File: config.mk
export PLATFORM = sky130hd
export DESIGN_NAME = vending_fsm_param
export DESIGN_NICKNAME = d
export VERILOG_FILES = /design/src/rtl/vending_fsm_param.sv
export SDC_FILE = /design/constraint.sdc
export NUM_CORES = 1
export LEC_CHECK = 0
export BUFFER_PORTS_ARGS = -buffer_cell sky130_fd_sc_hd__buf_2
export CAP_MARGIN = 40
export CORE_MARGIN = 3
export CORE_UTILIZATION = 61
export CTS_CLUSTER_DIAMETER = 200
export CTS_CLUSTER_SIZE = 24
export DETAILED_ROUTE_END_ITERATION = 7
export PLACE_DENSITY = 0.93
export SYNTH_ARGS = -nofsm -noshare
export SYNTH_HDL_FRONTEND = slang
export SYNTH_SLANG_ARGS = --single-unit
File: constraint.sdc
create_clock -name clk -period 4.5 [get_ports clk]
set_input_delay 0.45 -clock clk [delete_from_list [all_inputs] [get_ports clk]]
set_output_delay 0.45 -clock clk [all_outputs]
set_load 0.005 [all_outputs]
File: src/rtl/vending_fsm_param.sv
// Coin-operated vending controller. It accumulates coded coins up to a credit cap
// and vends through a held request/ack handshake. Change and refunds are paid out
// one UNIT coin per change_ack.
module vending_fsm_param #(
    parameter int PRICE      = 30,
    parameter int UNIT       = 10,
    parameter int COIN_W     = 2,
    parameter int MAX_CREDIT = 40,
    parameter int CREDIT_W   = 8
) (
    input  logic                clk,
    input  logic                rst,
    input  logic                coin_valid,
    input  logic [COIN_W-1:0]   coin_code,
    input  logic                cancel,
    input  logic                vend_ack,
    input  logic                change_ack,
    output logic                coin_accept,
    output logic                coin_reject,
    output logic                vend,
    output logic                change_valid,
    output logic [CREDIT_W-1:0] credit,
    output logic                busy
);

    typedef enum logic [1:0] {IDLE, COLLECT, VEND, CHANGE} state_t;

    localparam logic [CREDIT_W:0]   PRICE_X = (CREDIT_W+1)'(PRICE);
    localparam logic [CREDIT_W:0]   MAX_X   = (CREDIT_W+1)'(MAX_CREDIT);
    localparam logic [CREDIT_W:0]   UNIT_X  = (CREDIT_W+1)'(UNIT);
    localparam logic [CREDIT_W-1:0] UNIT_C  = CREDIT_W'(UNIT);

    state_t              state, state_n;
    logic [CREDIT_W-1:0] credit_n;
    logic                accept_n, reject_n, vend_n, change_valid_n;
    logic [CREDIT_W:0]   sum, sum_less_price;

    // Coin code k is worth k*UNIT, widened so credit + value cannot overflow.
    function automatic logic [CREDIT_W:0] coin_value(input logic [COIN_W-1:0] code);
        return (CREDIT_W+1)'(code) * UNIT_X;
    endfunction

    always_ff @(posedge clk) begin
        if (rst) begin
            state        <= IDLE;
            credit       <= '0;
            coin_accept  <= 1'b0;
            coin_reject  <= 1'b0;
            vend         <= 1'b0;
            change_valid <= 1'b0;
        end else begin
            state        <= state_n;
            credit       <= credit_n;
            coin_accept  <= accept_n;
            coin_reject  <= reject_n;
            vend         <= vend_n;
            change_valid <= change_valid_n;
        end
    end

    always_comb begin
        state_n        = state;
        credit_n       = credit;
        accept_n       = 1'b0;
        reject_n       = 1'b0;
        vend_n         = vend;
        change_valid_n = change_valid;
        sum            = {1'b0, credit} + coin_value(coin_code);
        sum_less_price = sum - PRICE_X;

        case (state)
            IDLE, COLLECT: begin
                if (cancel && state == COLLECT) begin
                    // Refund wins over a coin arriving in the same cycle.
                    reject_n       = coin_valid;
                    state_n        = CHANGE;
                    change_valid_n = 1'b1;
                end else if (coin_valid) begin
                    if (coin_code == '0 || sum > MAX_X) begin
                        reject_n = 1'b1;
                    end else begin
                        accept_n = 1'b1;
                        if (sum >= PRICE_X) begin
                            credit_n = sum_less_price[CREDIT_W-1:0];
                            state_n  = VEND;
                            vend_n   = 1'b1;
                        end else begin
                            credit_n = sum[CREDIT_W-1:0];
                            state_n  = COLLECT;
                        end
                    end
                end
            end
            VEND: begin
                reject_n = coin_valid;
                if (vend_ack) begin
                    vend_n = 1'b0;
                    if (credit != '0) begin
                        state_n        = CHANGE;
                        change_valid_n = 1'b1;
                    end else begin
                        state_n = IDLE;
                    end
                end
            end
            CHANGE: begin
                reject_n = coin_valid;
                if (credit == '0) begin
                    change_valid_n = 1'b0;
                    state_n        = IDLE;
                end else if (change_ack && change_valid) begin
                    // Clamp at zero so a mis-sized credit can never wrap.
                    if (credit <= UNIT_C) begin
                        credit_n       = '0;
                        change_valid_n = 1'b0;
                        state_n        = IDLE;
                    end else begin
                        credit_n = credit - UNIT_C;
                    end
                end
            end
            default: state_n = IDLE;
        endcase
    end

    assign busy = (state == VEND) || (state == CHANGE);

endmodule
==> results.sh <==
export IMPL_insertion_delay_ns=0.29
export IMPL_drt_iter0_drc=134
export IMPL_outcome="finished clean"
export IMPL_tightest_slew_ns=0.802
export IMPL_tns_ns=0
export IMPL_die_w_um=53.4
export IMPL_placed_area_sq_um=1450
export IMPL_grt_start_max_net_pins=16
export IMPL_pwr_share_comb=0.689
export IMPL_first_pass_iters=5
export IMPL_seq_area_sq_um=260
export IMPL_postCtsHoldBufs=0
export IMPL_fin_ws_ns=1.47
export IMPL_ys_warn_count=0
export IMPL_fin_crit_ns=3.03
export IMPL_fin_crit_sh=0.674
export IMPL_io_buffers=19
export IMPL_max_freq_mhz=330
export IMPL_critPathBufInv=0
export IMPL_slew_viol_final=0
export IMPL_pwr_share_clk=0.085
export IMPL_synth_area_sq_um=1370
export IMPL_timing_rr_end="credit[6]$_SDFFE_PP0P_"
export IMPL_final_nets=211
export IMPL_synth_fp_nets=195
export IMPL_cts_root_buf="clkbuf_4"
export IMPL_place_hpwl_um=2800
export IMPL_p_sw_frac=0.514
export IMPL_power_switching_w=0.000464
export IMPL_grt_ovfl_total=0
export IMPL_synth_top_area_cell="dfxtp_1"
export IMPL_antenna_cells=0
export IMPL_via_per_inst=7.02
export IMPL_yosysTopAreaCellShare=0.190
export IMPL_grt_pass1_wl_um=6120
export IMPL_cts_tree="yes"
export IMPL_relSlewSlack=0.461
export IMPL_hold_viol=0
export IMPL_ios=21
export IMPL_drive_gt1_frac=0.170
export IMPL_finClkSkew_ns=0.00585
export IMPL_ant_nets=0
export IMPL_drc=0
export IMPL_syn_instance_count=179
export IMPL_synth_edf_count=0
export IMPL_cts_sinks=13
export IMPL_avgRoutedWirePerCell_um=17.1
export IMPL_total_leakage_power_nw=0.647
export IMPL_min_path_type="in -> reg"
export IMPL_cp_max_fo=11
export IMPL_dieArea_sq_um=2850
export IMPL_cellPowerDensity_nw_per_um2=610
export IMPL_antenna_found_initial=0
export IMPL_worstReg2RegStart="credit[1]$_SDFFE_PP0P_"
export IMPL_multi_input_area_sq_um=1030
export IMPL_synth_seq_cells=13
export IMPL_postLayoutCoreUtil=0.724
export IMPL_rsz0062_at_grt="false"
export IMPL_finalHoldWorstSlack_ns=0.491
export IMPL_cp_required_ns=4.66
export IMPL_crit_arrival_ns=3.19
export IMPL_synthToLayoutAreaGrowth_pct=7.76
export IMPL_critPathMaxStageDelay_ns=0.47
export IMPL_synth_area_top_cells="dfxtp_1 (19%), ha_1 (6.4%), a21oi_1 (5.8%)"
export IMPL_crit_chain="ha_1 -> fa_1 -> a2111oi_2 -> and4bb_1 -> o21ba_1 -> o31a_1 -> o311ai_1 -> o41ai_2"
export IMPL_design_area_sq_um=1480
export IMPL_via_count=1552
export IMPL_ys_types=56
export IMPL_die_h_um=53.4
export IMPL_ff2ff_setup_slack_ns=1.47
export IMPL_cts_buffers=3
export IMPL_cp_endpoint="credit[6]$_SDFFE_PP0P_"
export IMPL_initial_utilization=0.672
export IMPL_crit_path_start="credit[1]$_SDFFE_PP0P_"
export IMPL_nFillCells=178
export IMPL_final_cell_mix="buf_2 (19), nand2_1 (17), a21oi_1 (16)"
export IMPL_path_clk_slew_ns=0.09
export IMPL_routed_wl_um=3780
export IMPL_ctsResizeCount=0
export IMPL_pre_cts_ws_ns=1.33
export IMPL_ys_async_sr_fraction=0
export IMPL_final_common_cell="buf_2"
export IMPL_peakVddDrop_uv=358
export IMPL_worstSetupEndpointType="flop"
export IMPL_drv_cap=0
export IMPL_synth_flop_cell="dfxtp_1"
export IMPL_cp_depth=8
export IMPL_syn_area_per_cell_sq_um=7.66
export IMPL_clock_path_buffers=2
export IMPL_slowest_stage="fa_1"
export IMPL_cp_start_kind="flop"
export IMPL_gp_congestion=0.900
export IMPL_grt_usage=0.287
export IMPL_power_frac_seq=0.227
export IMPL_criticalPathCategory="reg -> reg"
export IMPL_setup_violations=0
export IMPL_ys_seq_area_frac=0.190
export IMPL_grt_pass1_vias=1395
export IMPL_r2r_cells=8
export IMPL_path_delay_family="compound AO/OA/AOI/OAI gates"
export IMPL_rows=16
export IMPL_h_tree_depth=1
export IMPL_core_area_sq_um=2040
export IMPL_internal_power_w=0.000438
export IMPL_cts_setup_buffers=0
==> layer usage <==
layer  wire (um)  up-vias  GRT usage
met5           0        -          0
met4          60        0     0.0723
met3         394       11     0.0563
met2        1870      105      0.482
met1        1460      716      0.371
li1            -      720          -
==> layout make-up <==
class,instances,area share
Tap cell,27,0.0229
Timing Repair Buffer,19,0.0644
Multi-Input combinational cell,149,0.696
Inverter,9,0.0229
Sequential cell,13,0.176
Clock buffer,4,0.0178
==> worst register-to-register path: stages (launching register included) <==
cell,delay (ns)
dfxtp_1,0.40
ha_1,0.27
fa_1,0.47
a2111oi_2,0.36
and4bb_1,0.21
o21ba_1,0.30
o31a_1,0.42
o311ai_1,0.36
o41ai_2,0.13
==> Yosys cell counts, drive strengths merged, types with 2 or more instances <==
cell type	n
nand2	18
a21oi	16
nor2	15
dfxtp	13
nor3	10
inv	9
ha	7
nand3	7
o21ai	6
and3	5
clkbuf	5
o31ai	4
a21o	3
a31oi	3
and2	3
buf	3
nor3b	3
nor4	3
o22ai	3
o311ai	3
o41ai	3
or2	3
nor2b	2
o2111ai	2
o311a	2
or3	2
or4	2
xnor2	2
==> flip-flops by register name (all words and copies together) (netlist names) <==
name          count
coin_accept       1
change_valid      1
credit            7
state             2
coin_reject       1
vend              1
==> cells by family (layout without fill, tap and decap cells) <==
| kind of cell | after synthesis | count (layout) | synth area share |
|---|---|---|---|
| AND/OR/NAND/NOR | 76 | 76 | 0.300 |
| AO/OA/AOI/OAI | 60 | 60 | 0.342 |
| buffers and inverters | 17 | 32 | 0.0602 |
| flip-flops | 13 | 13 | 0.190 |
| adder cells (fa/ha/maj) | 8 | 8 | 0.0785 |
| XOR/XNOR | 3 | 3 | 0.0192 |
| other | 1 | 1 | 0.00273 |
| multiplexers | 1 | 1 | 0.00730 |
==> per-stage QoR <==
step,total power [W],std cells
2_1_floorplan,0.000671,179
3_5_place_dp,0.000804,217
5_1_grt,0.000968,221
6_report,0.000902,221
4_1_cts,0.000885,221
3_3_place_gp,0.000781,217
==> power by group through the flow <==
stage,clock [W],combinational [W],sequential [W]
after floorplan,0,0.000482,0.000189
after global placement,0,0.000579,0.000202
after detailed placement,0,0.000600,0.000204
after CTS,0.0000763,0.000607,0.000202
after global routing,0.0000823,0.000675,0.000210
final,0.0000765,0.000621,0.000204
==> worst min-delay path by stage <==
stage | startpoint | slack [ns] | depth (start not counted) | endpoint
floorplan | vend$_SDFFE_PP0P_ | 0.53 | 2 | vend$_SDFFE_PP0P_
global placement | change_valid$_SDFFE_PP0P_ | 0.54 | 2 | change_valid$_SDFFE_PP0P_
detailed placement | vend$_SDFFE_PP0P_ | 0.56 | 2 | vend$_SDFFE_PP0P_
CTS | coin_valid | 0.48 | 2 | coin_accept$_SDFF_PP0_
global route | coin_valid | 0.49 | 2 | coin_accept$_SDFF_PP0_
finish | coin_valid | 0.49 | 2 | coin_accept$_SDFF_PP0_
No activity file was read; power rests on OpenSTA's default activity.
